**src/rtl/shared_reg_arbiter_pkg.sv**
```systemverilog
// Shared definitions for the shared-register arbiter: index-width helper and
// the names of the two storage states (the state is q_valid itself).
package shared_reg_arbiter_pkg;

  // Ceiling log2 for deriving index widths from requester counts.
  function automatic int clog2_int(input int n);
    int r;
    r = 0;
    while ((1 << r) < n) r++;
    return r;
  endfunction

  // Storage state encodings; q_valid carries these values directly.
  localparam logic ST_EMPTY = 1'b0;
  localparam logic ST_FULL  = 1'b1;

endpackage

```
**src/rtl/shared_reg_arbiter_rr_pick.sv**
```systemverilog
// Combinational round-robin selector: finds the first eligible request at or
// after the priority pointer, wrapping from NREQ-1 back to 0.
module shared_reg_arbiter_rr_pick
  import shared_reg_arbiter_pkg::*;
#(
  parameter int NREQ = 4,
  parameter int IDW  = clog2_int(NREQ)
) (
  input  logic [NREQ-1:0] req_m,
  input  logic [IDW-1:0]  ptr,
  output logic            any,
  output logic [IDW-1:0]  winner,
  output logic [NREQ-1:0] onehot
);

  logic [IDW-1:0] idx;

  // Scan NREQ positions starting at ptr; the first set bit wins.
  always_comb begin
    // NOTE: every output gets a default first so no path leaves one unassigned (no latch).
    any    = 1'b0;
    winner = '0;
    onehot = '0;
    idx    = ptr;
    for (int k = 0; k < NREQ; k++) begin
      if (!any && req_m[idx]) begin
        any    = 1'b1;
        winner = idx;
      end
      // NOTE: blocking assignment here because idx must update within this scan iteration.
      // Explicit wrap compare keeps non-power-of-two NREQ correct.
      idx = (idx == IDW'(NREQ - 1)) ? '0 : idx + 1'b1;
    end
    if (any) onehot[winner] = 1'b1;
  end

endmodule

```
**src/rtl/shared_reg_arbiter.sv**
```systemverilog
// Round-robin arbiter loading one shared WIDTH-bit register, held as a
// one-deep buffer until the consumer acknowledges it.
module shared_reg_arbiter
  import shared_reg_arbiter_pkg::*;
#(
  parameter int NREQ  = 4,
  parameter int WIDTH = 8,
  localparam int IDW  = clog2_int(NREQ)
) (
  input  logic                  clk,
  input  logic                  reset,
  input  logic [NREQ-1:0]       req,
  input  logic [NREQ*WIDTH-1:0] wdata,
  input  logic                  q_ack,
  output logic [NREQ-1:0]       gnt,
  output logic [WIDTH-1:0]      q,
  output logic                  q_valid,
  output logic [IDW-1:0]        q_owner
);

  logic [IDW-1:0]   ptr;
  logic [NREQ-1:0]  req_m;
  logic             any;
  logic [IDW-1:0]   winner;
  logic [NREQ-1:0]  win_onehot;
  logic [WIDTH-1:0] wsel;
  logic             load_en;

  // A requester still seeing its grant is masked so it cannot win twice.
  assign req_m   = req & ~gnt;
  assign load_en = any && (!q_valid || q_ack);

  shared_reg_arbiter_rr_pick #(
    .NREQ (NREQ),
    .IDW  (IDW)
  ) u_pick (
    .req_m  (req_m),
    .ptr    (ptr),
    .any    (any),
    .winner (winner),
    .onehot (win_onehot)
  );

  // Select the winner's data slice from the packed write bus.
  always_comb begin
    wsel = '0;
    for (int i = 0; i < NREQ; i++) begin
      if (winner == IDW'(i)) wsel = wdata[i*WIDTH +: WIDTH];
    end
  end

  // Storage register, handshake state, grant pulse and priority pointer.
  always_ff @(posedge clk or negedge reset) begin
    if (!reset) begin
      q       <= '0;
      q_valid <= ST_EMPTY;
      gnt     <= '0;
      q_owner <= '0;
      ptr     <= '0;
    end else if (load_en) begin
      // NOTE: non-blocking assignments so every register samples pre-edge values.
      q       <= wsel;
      q_valid <= ST_FULL;
      q_owner <= winner;
      gnt     <= win_onehot;
      ptr     <= (winner == IDW'(NREQ - 1)) ? '0 : winner + 1'b1;
    end else begin
      gnt <= '0;
      if (q_valid && q_ack) q_valid <= ST_EMPTY;
    end
  end

endmodule

```
**config.mk**
```make
export PLATFORM = sky130hd
export DESIGN_NAME = shared_reg_arbiter
export DESIGN_NICKNAME = d
export VERILOG_FILES = /design/src/rtl/shared_reg_arbiter_pkg.sv /design/src/rtl/shared_reg_arbiter_rr_pick.sv /design/src/rtl/shared_reg_arbiter.sv
export SDC_FILE = /design/constraint.sdc
export NUM_CORES = 1
export LEC_CHECK = 0
export BUFFER_PORTS_ARGS = -buffer_cell sky130_fd_sc_hd__clkbuf_2
export CORE_ASPECT_RATIO = 0.7
export CORE_MARGIN = 1
export CORE_UTILIZATION = 45
export DETAILED_ROUTE_END_ITERATION = 7
export PLACE_DENSITY_LB_ADDON = 0.12
export SETUP_SLACK_MARGIN = 0.1
export SLEW_MARGIN = 20
export SYNTH_ARGS = -nofsm -noshare
export SYNTH_HDL_FRONTEND = slang
export SYNTH_HIERARCHICAL = 1
export SYNTH_SLANG_ARGS = --single-unit
```
**constraint.sdc**
```tcl
create_clock -name clk -period 9.9 [get_ports clk]
set_input_delay 1.485 -clock clk [delete_from_list [all_inputs] [get_ports clk]]
set_output_delay 1.485 -clock clk [all_outputs]
set_load 0.02 [all_outputs]
```
### Yosys cells after proc, flatten, opt, wreduce, memory -nomap -nowiden

Cells that the tools add are included.

| operators by class | value |
|---|---|
| add/subtract/negate cells | 4 |
| $mul | 0 |
| divide/modulo/power cells | 0 |
| magnitude comparators | 6 |
| equality and inequality tests | 6 |
| shift operators | 0 |
| mux-type cells | 30 |
| bitwise gates (word level) | 2 |
| reduce and logical (&&, ||, !) cells | 13 |

Operators by type and width:

| operator | number |
|---|---|
| $mux W8 | 4 |
| $mux W2 | 8 |
| $lt A2 B3 Y1 const B | 5 |
| $mux W1 | 11 |
| $eq A2 B2 Y1 const B | 5 |
| $add A2 B1 Y2 const B | 4 |
| $bmux W1 S2 | 4 |
| $mux W4 | 2 |
| $logic_and A1 B1 Y1 | 6 |
| $and A4 B4 Y4 | 1 |
| $logic_not A1 Y1 | 4 |
| $not A4 Y4 | 1 |
| $demux W1 S2 | 1 |
| $eq A2 B1 Y1 const B | 1 |
| $ge A2 B1 Y1 const B | 1 |
| $logic_not A2 Y1 | 1 |
| $reduce_bool A2 Y1 | 1 |
| $logic_or A1 B1 Y1 | 1 |

| storage, ports and cells | value |
|---|---|
| register bits after elaboration | 17 |
| bits in latches | 0 |
| RAM bits | 0 |
| bits in read-only memories | 0 |
| bits of input ports | 39 |
| word-level logic and storage cells | 66 |
| memories kept | 0 |

### Longest topological paths before layout

Gate-level depths: netlist (run 1).

| logic depth | value |
|---|---|
| depth in word-level cells | 20 |
| mapped depth | 13 |
| mapped depth without buffers | 11 |

### Cells and area by module

The synthesis (run 1) kept the hierarchy.

By module, submodules not included:

| module | times used | cells an instance | area each (um^2) |
|---|---|---|---|
| shared_reg_arbiter | 1 | 94 | 1,018.5 |
| shared_reg_arbiter_rr_pick | 1 | 69 | 478.0 |

### Worst setup path before layout (run 1)

OpenSTA, ideal clock, no wires.

| timing path | value |
|---|---|
| kind | input to register |
| start point | input req[2] |
| end point | register q[4] |
| data arrival time | 3.906 ns |
| data required time | 9.816 ns |
| slack | 5.911 ns |
| stages | 11 |
| path buffers | 1 |
| path through | nor2b_1 -> or3b_2 -> a21oi_1 -> a32oi_1 -> o221a_2 -> inv_1 -> inv_1 -> ha_1 -> buf_6 -> a221o_1 -> a41oi_2 |

| on the way | value |
|---|---|
| cells in the longest elaborated chain, start to end | 18 |
| elaborated cells on any way between the ends | 32 |
| those cells by class | 3 x eq/ne; 20 x mux; 1 x bitwise; 8 x reduce/logical |

Ends and longest elaborated chain:

| element | line | RTL |
|---|---|---|
| from (decl) | shared_reg_arbiter.sv:12 | `input logic [NREQ-1:0] req,` |
| $and A4 B4 Y4 (*) | shared_reg_arbiter.sv:30 | `assign req_m = req & ~gnt;` |
| $bmux W1 S2 | shared_reg_arbiter_rr_pick.sv:26 | `if (!any && req_m[idx]) begin` |
| $mux W1 (implied by the code) | shared_reg_arbiter_rr_pick.sv:26 |  |
| $mux W1 | shared_reg_arbiter_rr_pick.sv:26 |  |
| $logic_not A1 Y1 | shared_reg_arbiter_rr_pick.sv:26 |  |
| $logic_and A1 B1 Y1 | shared_reg_arbiter_rr_pick.sv:26 |  |
| $mux W1 | shared_reg_arbiter_rr_pick.sv:26 |  |
| $logic_not A1 Y1 | shared_reg_arbiter_rr_pick.sv:26 |  |
| $logic_and A1 B1 Y1 | shared_reg_arbiter_rr_pick.sv:26 |  |
| $mux W1 | shared_reg_arbiter_rr_pick.sv:26 |  |
| $logic_not A1 Y1 | shared_reg_arbiter_rr_pick.sv:26 |  |
| $logic_and A1 B1 Y1 | shared_reg_arbiter_rr_pick.sv:26 |  |
| $mux W2 (*) | shared_reg_arbiter_rr_pick.sv:26 |  |
| named net winner[0] | shared_reg_arbiter.sv:24 | `logic [IDW-1:0] winner;` |
| $logic_not A2 Y1 | shared_reg_arbiter.sv:48 | `if (winner == IDW'(i)) wsel = wdata[i*WIDTH +: WIDTH];` |
| $mux W8 (3 in series) | shared_reg_arbiter.sv:48 |  |
| $mux W8 (*) | shared_reg_arbiter.sv:48 |  |
| to (signal assigned) | shared_reg_arbiter.sv:62 | `q <= wsel;` |
| to (decl) | shared_reg_arbiter.sv:16 | `output logic [WIDTH-1:0] q,` |

The timed path passes the listed nets; every way through them passes the cells marked *. The select of a mux whose other input is x is not followed.
A chain may end at the register's enable or synchronous reset.

### Worst setup path in the final report (run 1)

| timing path | value |
|---|---|
| start point | input req[1] |
| end point | register q[6] |

| on the way | value |
|---|---|
| cells in the longest elaborated chain, start to end | 18 |
| elaborated cells on any way between the ends | 32 |
| those cells by class | 3 x eq/ne; 20 x mux; 1 x bitwise; 8 x reduce/logical |

Ends and longest elaborated chain:

| element | line | RTL |
|---|---|---|
| $and A4 B4 Y4 (*) | shared_reg_arbiter.sv:30 |  |
| named net req_m[1] | shared_reg_arbiter.sv:22 | `logic [NREQ-1:0] req_m;` |
| $bmux W1 S2 | shared_reg_arbiter_rr_pick.sv:26 |  |
| $mux W1 (implied by the code) | shared_reg_arbiter_rr_pick.sv:26 |  |
| $mux W1 | shared_reg_arbiter_rr_pick.sv:26 |  |
| $logic_not A1 Y1 | shared_reg_arbiter_rr_pick.sv:26 |  |
| $logic_and A1 B1 Y1 | shared_reg_arbiter_rr_pick.sv:26 |  |
| $mux W1 | shared_reg_arbiter_rr_pick.sv:26 |  |
| (+2 left out) | - |  |
| $mux W1 | shared_reg_arbiter_rr_pick.sv:26 |  |
| $logic_not A1 Y1 | shared_reg_arbiter_rr_pick.sv:26 |  |
| $logic_and A1 B1 Y1 | shared_reg_arbiter_rr_pick.sv:26 |  |
| $mux W2 (*) | shared_reg_arbiter_rr_pick.sv:26 |  |
| named net winner[0] | shared_reg_arbiter.sv:24 |  |
| $logic_not A2 Y1 | shared_reg_arbiter.sv:48 |  |
| $mux W8 (3 in series) | shared_reg_arbiter.sv:48 |  |
| $mux W8 (*) | shared_reg_arbiter.sv:48 |  |

Marked as above.

==> results of run 1 <==
-- power groups by stage --
stage / registers [mW] / logic [mW] / clock network [mW]
floorplan: 0.154 / 0.476 / 0
global placement: 0.136 / 0.605 / 0
detailed placement: 0.138 / 0.618 / 0
CTS: 0.137 / 0.621 / 0.0548
global route: 0.142 / 0.693 / 0.0581
finish: 0.138 / 0.628 / 0.0529
-- registers in the layout, summed over array words and instances, names as in the netlist --
register	cells
q	8
q_valid	1
gnt	4
ptr	2
q_owner	2
-- kinds of logic after synthesis --
family / after synthesis / share of synthesized area [%]
AO/OA/AOI/OAI: 43 / 24.00
adder cells (fa/ha/maj): 5 / 4.181
buffers and inverters: 18 / 5.518
flip-flops: 17 / 28.43
multiplexers: 8 / 5.769
AND/OR/NAND/NOR: 72 / 32.11
-- placed cells by master (no fill, tap or decap), types with 5 or more instances in the layout --
cell type / n
a211oi_1: 7
a21o_2: 7
a21oi_1: 5
and3b_2: 5
clkbuf_2: 53
dfrtp_1: 17
ha_1: 5
inv_1: 7
mux2_2: 5
nand2_1: 5
nand2b_1: 11
nand3_1: 8
nor2_1: 9
nor2b_1: 5
o2bb2ai_1: 7
-- worst min-delay path by stage --
| stage | startpoint | end | depth (start not counted) |
|---|---|---|---|
| 6_report | q[7]$_DFFE_PN0P_ | q[7]$_DFFE_PN0P_ | 1 |
| 3_3_place_gp | q[2]$_DFFE_PN0P_ | q[2]$_DFFE_PN0P_ | 1 |
| 4_1_cts | q[7]$_DFFE_PN0P_ | q[7]$_DFFE_PN0P_ | 1 |
| 2_1_floorplan | q[0]$_DFFE_PN0P_ | q[0]$_DFFE_PN0P_ | 1 |
| 3_5_place_dp | q[1]$_DFFE_PN0P_ | q[1]$_DFFE_PN0P_ | 1 |
| 5_1_grt | q[7]$_DFFE_PN0P_ | q[7]$_DFFE_PN0P_ | 1 |
-- final cells by class --
class | instances | area, um2 | share of cell area [%]
multi-input cells | 128 | 994.7 | 55.09
flip-flops and latches | 17 | 425.4 | 23.56
repair buffers | 53 | 265.3 | 14.69
well taps | 38 | 47.55 | 2.633
clock buffers | 3 | 41.29 | 2.287
inverters | 7 | 26.28 | 1.455
clock inverters | 1 | 5.005 | 0.2772
-- metal layers --
layer | global-route usage (%) | vias to the layer above | wire length [um]
met4 | 4.000 | 0 | 17
met5 | 0 | - | 0
met2 | 33.65 | 63 | 1642
met3 | 5.020 | 6 | 282
met1 | 35.88 | 702 | 1998
li1 | - | 710 | -
-- through the flow --
step | instances | util [%]
6_report | 247 | 56.97
3_5_place_dp | 243 | 55.31
2_1_floorplan | 163 | -
3_3_place_gp | 243 | 55.31
5_1_grt | 247 | 56.97
4_1_cts | 247 | 56.77
-- critical path, cell delays in order --
cell	delay (ns)
clkbuf_2	0.07
nor2b_1	0.59
mux2i_1	0.32
a21oi_1	0.22
o22a_1	0.16
o221a_2	0.21
inv_1	0.12
inv_1	0.11
ha_1	0.52
and3b_1	0.25
a211oi_1	0.31
o2bb2ai_1	0.13
==> results, run 1 <==
- The CTS tree is yes.
- The accumulated negative setup slack is 0 ns.
- For this run, the total global-route usage over all layers was measured as 23.37%.
- The switching share of power is 49.63%.
- Total power for the finished layout comes to 0.8185 mW.
- The routability-driven placement congestion ratio is 0.9201.
- The post-CTS setup buffer count is 0.
- Entering global routing, the biggest net connects 29 pins.
- CTS built an H-tree with a depth of 1.
- After detailed routing, the total wire length is 3.941 mm.
- The clock skew after layout is 0.001888 ns.
- The clock period could shrink to 4.386 ns.
- The final hold violation count is 0.
- The share of the Yosys chip area taken by registers is 28.43%.
- The overall die height is 50.25 um.
- The first global-routing pass estimated 6.451 mm of wire.
- Setup slack on the critical path of the routed design comes to 5.514 ns.
- In this run the critical register-to-register path is launched from ptr[0]$_DFFE_PN0P_.
- The clock latency on the worst-skew pair is 0.25 ns.
- The class of the tightest hold or removal check is register to register.
- The wire-length estimate of the detail-placed layout is 2.920 mm.
- The cell sitting at the root of the clock tree is a clkbuf_8.
- The repair_antennas step left the layout with diodes totalling 0.
- The internal power contribution is 0.4123 mW.
- In the routed design, unresolved DRC markers number 6.
- Port buffering added 53 buffers.
- The die is 70.93 um wide.
- The logic depth of the worst register-to-register path is 9.
- The final reports fail on DRC.
- The worst slack at placement is 5.095 ns.
- The die covers 3564 um2.
- Derived from the worst setup path, the maximum achievable clock frequency is 0.2280 GHz.
- The initial antenna violation count is 0.
- In this run the static leakage power is 0.8919 nW.
- Counting along the longest clock path gives a buffer depth of 2.
- The peak fanout along the critical path is 17.
- Across all layers, the routed design uses 1,481 vias.
- The remaining global-route overflow is 0.
- Hold is met by 0.4980 ns.
- The clock drives 17 sinks.
- Ranked by total cell area, the synthesized netlist is headed by dfrtp_1 28%, nand2b_1 4.6%, ha_1 4.2%.
- IR analysis of the VDD net gives a maximum drop of 0.1830 mV.
- The launch point of the worst path is req[1].
- For this design the top-level I/O count stands at 54.
- The number of nets in the layout is 254.
- The endpoint kind of the worst setup timing path is a register.
- The total placed instance area is 1753 um2.
- The net switching power figure is 0.4062 mW.
- Synthesis produced a netlist with a net count of 207.
- The most repeated cell in the gate-level netlist after synthesis is dfrtp_1.
- The summed area of non-filler cells in the final layout is 1805 um2.
- The count of nets left with antenna violations after detail routing is 0.
- The final number of max-transition violations is 0.
- The top cell type by area accounts for 28.43% of the synthesized area.
- STA puts the critical path data arrival time at 4.51 ns.
- By startpoint and endpoint, the worst setup path is classified as primary input to register.
- The actual slew at the worst max-slew pin is 0.7932 ns.
- The part of the total power dissipated in sequential elements is 16.8%.
- In this run, post-CTS repair resized a total of 0 instances.
- The setup slack of the most critical reg-to-reg path is 5.72 ns.
- The yosys synthesis warning count is 6.
- After synthesis, the share of flip-flops with an asynchronous set or reset is 100.0%.
- Ranked by instance count, the synthesized netlist is headed by 17 x dfrtp_1, 11 x nand2b_1, 9 x nor2_1, 8 x nand3_1.
- After floorplanning, the core was sized to cover 3169 um2.
- The share of total power in combinational logic is 76.7%.
- The via count of the first global-routing pass came to 1,323.
- The number of cells produced by synthesis is 163.
- The post-synthesis average cell area is 9.181 um2.
- The data required time at the worst endpoint is 10.03 ns.
- The number of optimization iterations in the first detailed-route pass is 6.
- Max-cap violations in this run came to 0.
- Power spread over the standard cell area amounts to 453.3 nW/um2.
- Once the floorplan was initialized, standard cells occupied 47.22% of the core.
- The clock transition at the register clock pins on the worst setup and hold paths after CTS is 0.07 ns.
- The flow ran to the end, but the final reports show violations.
- The area growth from synthesis to layout is 20.65%.
- The detailed router finished its first iteration with 108 violations.
- The number of storage elements in the synthesis netlist is 17.
- The per-cell via count in the routed design is 5.996.
- Counting flops with a built-in enable in the synthesized netlist gives 0.
- Setup repair after global routing left no endpoint under its margin.
- The cell area that synthesis handed to floorplanning was 1496 um2.
- The final period utilization is 44.30%.
- The end of the worst register-to-register path is q[6]$_DFFE_PN0P_.
- The synthesized design spends more area on one cell type than any other, namely dfrtp_1.
- The startpoint class of the critical path is a primary input.
- For this run, the leading register cell type out of synthesis is dfrtp_1.
- The clock network is responsible for 6.5% of the overall power.
- Setup violations remaining at the end of the flow were counted as 0.
- In this run the worst setup path terminates at q[6]$_DFFE_PN0P_.
- Clock tree synthesis inserted a total of 3 buffers.
- Headroom to the max-slew limit came out at 47.12%.
- The fill cell total of the finished layout is 301.
- The row count is 17.
- After detailed routing, the average wire length per cell comes to 15.96 um.
- In the final layout, the share of cells above drive strength 1 is 40.19%.
- Counting distinct cell types in the post-synthesis netlist gives 47.
- The cts-stage hold buffer count is 0.
Power figures use the tool's default switching activity.
==> inputs of run 2 (changes only) <==
==> constraint.sdc (replaced) <==
create_clock -name clk -period 4.1 [get_ports clk]
set_input_delay 0.615 -clock clk [delete_from_list [all_inputs] [get_ports clk]]
set_output_delay 0.615 -clock clk [all_outputs]
set_load 0.02 [all_outputs]
==> results, run 2 (synthesized netlist as in run 1, its figures left out) <==
- In this run the power density over the cells is 1086 nW/um2.
- OpenSTA, run right after detailed placement, puts the worst setup slack at 0.3924 ns.
- From synthesis to final layout, the design area changed by 21.74%.
- The buffer cell driving the clock tree root is clkbuf_8.
- Global routing used 23.20% of the available tracks across all layers.
- Of all nets on the critical path, the largest fanout is 17.
- The number of instances resized during post-cts repair is 0.
- The final number of max-transition violations was 0.
- The detailed-route wire length per cell is 15.72 um.
- The CTS tree is yes.
- The register with the most flip-flops in the layout has 8 of them.
- Including well taps, the total number of placed cells is 246.
- The overall die height is 50.25 um.
- The residual DRC count is 0.
- The top-level port count is 54.
- The worst setup path is captured at a register.
- The timing-limited maximum frequency is 0.2688 GHz.
- The cts-stage hold buffer count is 0.
- Max-cap violations in this run came to 0.
- Summing all flip-flop and latch instances after layout gives 425.4 um2.
- The total placed instance area is 1775 um2.
- The iteration-0 DRC count of the detailed router is 99.
- The class of the tightest hold or removal check is primary input to asynchronous set/reset pin.
- The final hold violation count is 0.
- The worst path meets setup with 0.3802 ns of slack.
- The row count is 17.
- The critical path in this run is classified as register to register.
- The critical path goes through ha_1 -> or3_1 -> a211o_1 -> a311oi_1 -> o32a_2 -> ha_1 -> and3b_2 -> a211oi_1 -> o2bb2ai_1.
- Dividing the detail-routed via count by the number of cells gives 5.828.
- The first global-routing pass estimated 6.423 mm of wire.
- The flow ran to the end, and the final reports show no timing, DRC or antenna violations.
- Headroom to the max-slew limit came out at 50.31%.
- Counting flops per register, the top entry is q.
- The clock latency on the worst-skew pair is 0.25 ns.
- The fill cell total of the finished layout is 286.
- The HPWL after detailed placement is 2.920 mm.
- The via count of the first global-routing pass is 1,336.
- The setup slack of the most critical reg-to-reg path is 0.38 ns.
- The largest registers in the layout are q (8), gnt (4).
- In the layout the commonest cells are 53 x clkbuf_2, 17 x dfrtp_1, 11 x nand2b_1.
- The area enclosed by the die boundary is 3564 um2.
- The actual slew at the worst max-slew pin is 0.7438 ns.
- The routed design could run at a clock period as short as 3.720 ns.
- The combined area of the multi-input logic cells is 988.4 um2.
- TritonCTS created 3 clock buffers.
- In this run the remaining antenna-violating nets after routing total 0.
- The chip width is 70.93 um.
- In this design, the stage delay of the slowest critical-path cell is 0.53 ns.
- The number of H-tree branching levels is 1.
- The worst endpoint data arrival time is 3.85 ns.
- The starting utilization of the core area is 47.22%.
- The clock transition at the register clock pins on the worst setup and hold paths after CTS is 0.07 ns.
- 0 antenna diodes ended up in the layout.
- The total wire length after detailed routing is 3.929 mm.
- The static power due to leakage is 0.9053 nW.
- The startpoint class of the critical path is a register.
- The data required time at the worst endpoint is 4.23 ns.
- The total design power is 1.979 mW.
- The number of optimization iterations in the first detailed-route pass is 6.
- The buffer levels on the longest clock path is 2.
- The number of nets in the layout is 257.
- The fraction of final layout cells with drive strength greater than 1 is 40.57%.
- The post-CTS setup buffer count is 0.
- The cell at the slowest stage of the critical path is ha_1.
- The core region is 3169 um2.
- Setup repair after global routing left no endpoint under its margin.
- The overall via count from detail_route is 1,457.
- The number of clock sinks seen by CTS is 17.
- The finished layout holds 250 standard cells, fillers aside.
- For the final database, setup skew stands at 0.001675 ns.
- The summed area of non-filler cells in the final layout is 1822 um2.
- The worst-case IR drop observed on VDD is 0.4473 mV.
- The count of port buffers added during placement is 53.
- The pin count of the biggest net entering global routing is 28.
- The library cell used most frequently in the layout, excluding fill and tap cells, is clkbuf_2.
- The total setup violations reported at the end of the flow is 0.
- The remaining global-route overflow is 0.
- The routability-driven placement congestion ratio is 0.8719.
- The most frequent cell on the critical path is ha_1.
- After layout, the worst path uses 90.73% of the clock period.
- The accumulated negative setup slack is 0 ns.
- The initial antenna violation count came to 0.
[run 2: power breakdown]
group / leakage [nW] / switching [mW] / internal (mW)
clock network: 0.0255 / 0.0586 / 0.0675
registers: 0.211 / 0.0500 / 0.250
logic: 0.669 / 0.866 / 0.687
[run 2: cell type report]
class                           instances  area share, %
Clock buffer                            3          2.266
Clock inverter                          1         0.2747
Inverter                                7          1.442
Multi-Input combinational cell        128          54.26
Sequential cell                        17          23.35
Tap cell                               38          2.610
Timing Repair Buffer                   56          15.80
[run 2: path summary, 6_finish.rpt]
kind                               startpoint               end  cells past startpoint
setup / recovery           ptr[1]$_DFFE_PN0P_  q[3]$_DFFE_PN0P_                      9
hold / removal                          reset  q[2]$_DFFE_PN0P_                      1
setup reg to reg           ptr[1]$_DFFE_PN0P_  q[3]$_DFFE_PN0P_                      9
hold reg to reg              q[2]$_DFFE_PN0P_  q[2]$_DFFE_PN0P_                      1
max in group asynchronous               reset  q[7]$_DFFE_PN0P_                      1
min in group clk             q[2]$_DFFE_PN0P_  q[2]$_DFFE_PN0P_                      1
[run 2: metrics by stage]
step | util (%) | hold WS (ns)
floorplan | - | 0.3194
global placement | 56.02 | 0.4721
detailed placement | 56.02 | 0.4786
CTS | 57.48 | 0.3072
global route | 57.48 | 0.3223
finish | 57.48 | 0.2929
[run 2: critical path, delay by kind of cell (launching register included)]
| kind | cells | cell delay [ns] |
|---|---|---|
| compound gates | 5 | 1.35 |
| fa+ha+maj | 2 | 1.03 |
| simple gates | 2 | 0.74 |
| flops | 1 | 0.48 |
[run 2: per-layer routing]
metal	vias up	wire length, um	global-route usage, %
li1	711	-	-
met1	685	2011	34.97
met2	59	1679	33.81
met3	2	226	5.823
met4	0	11	3.667
met5	-	0	0
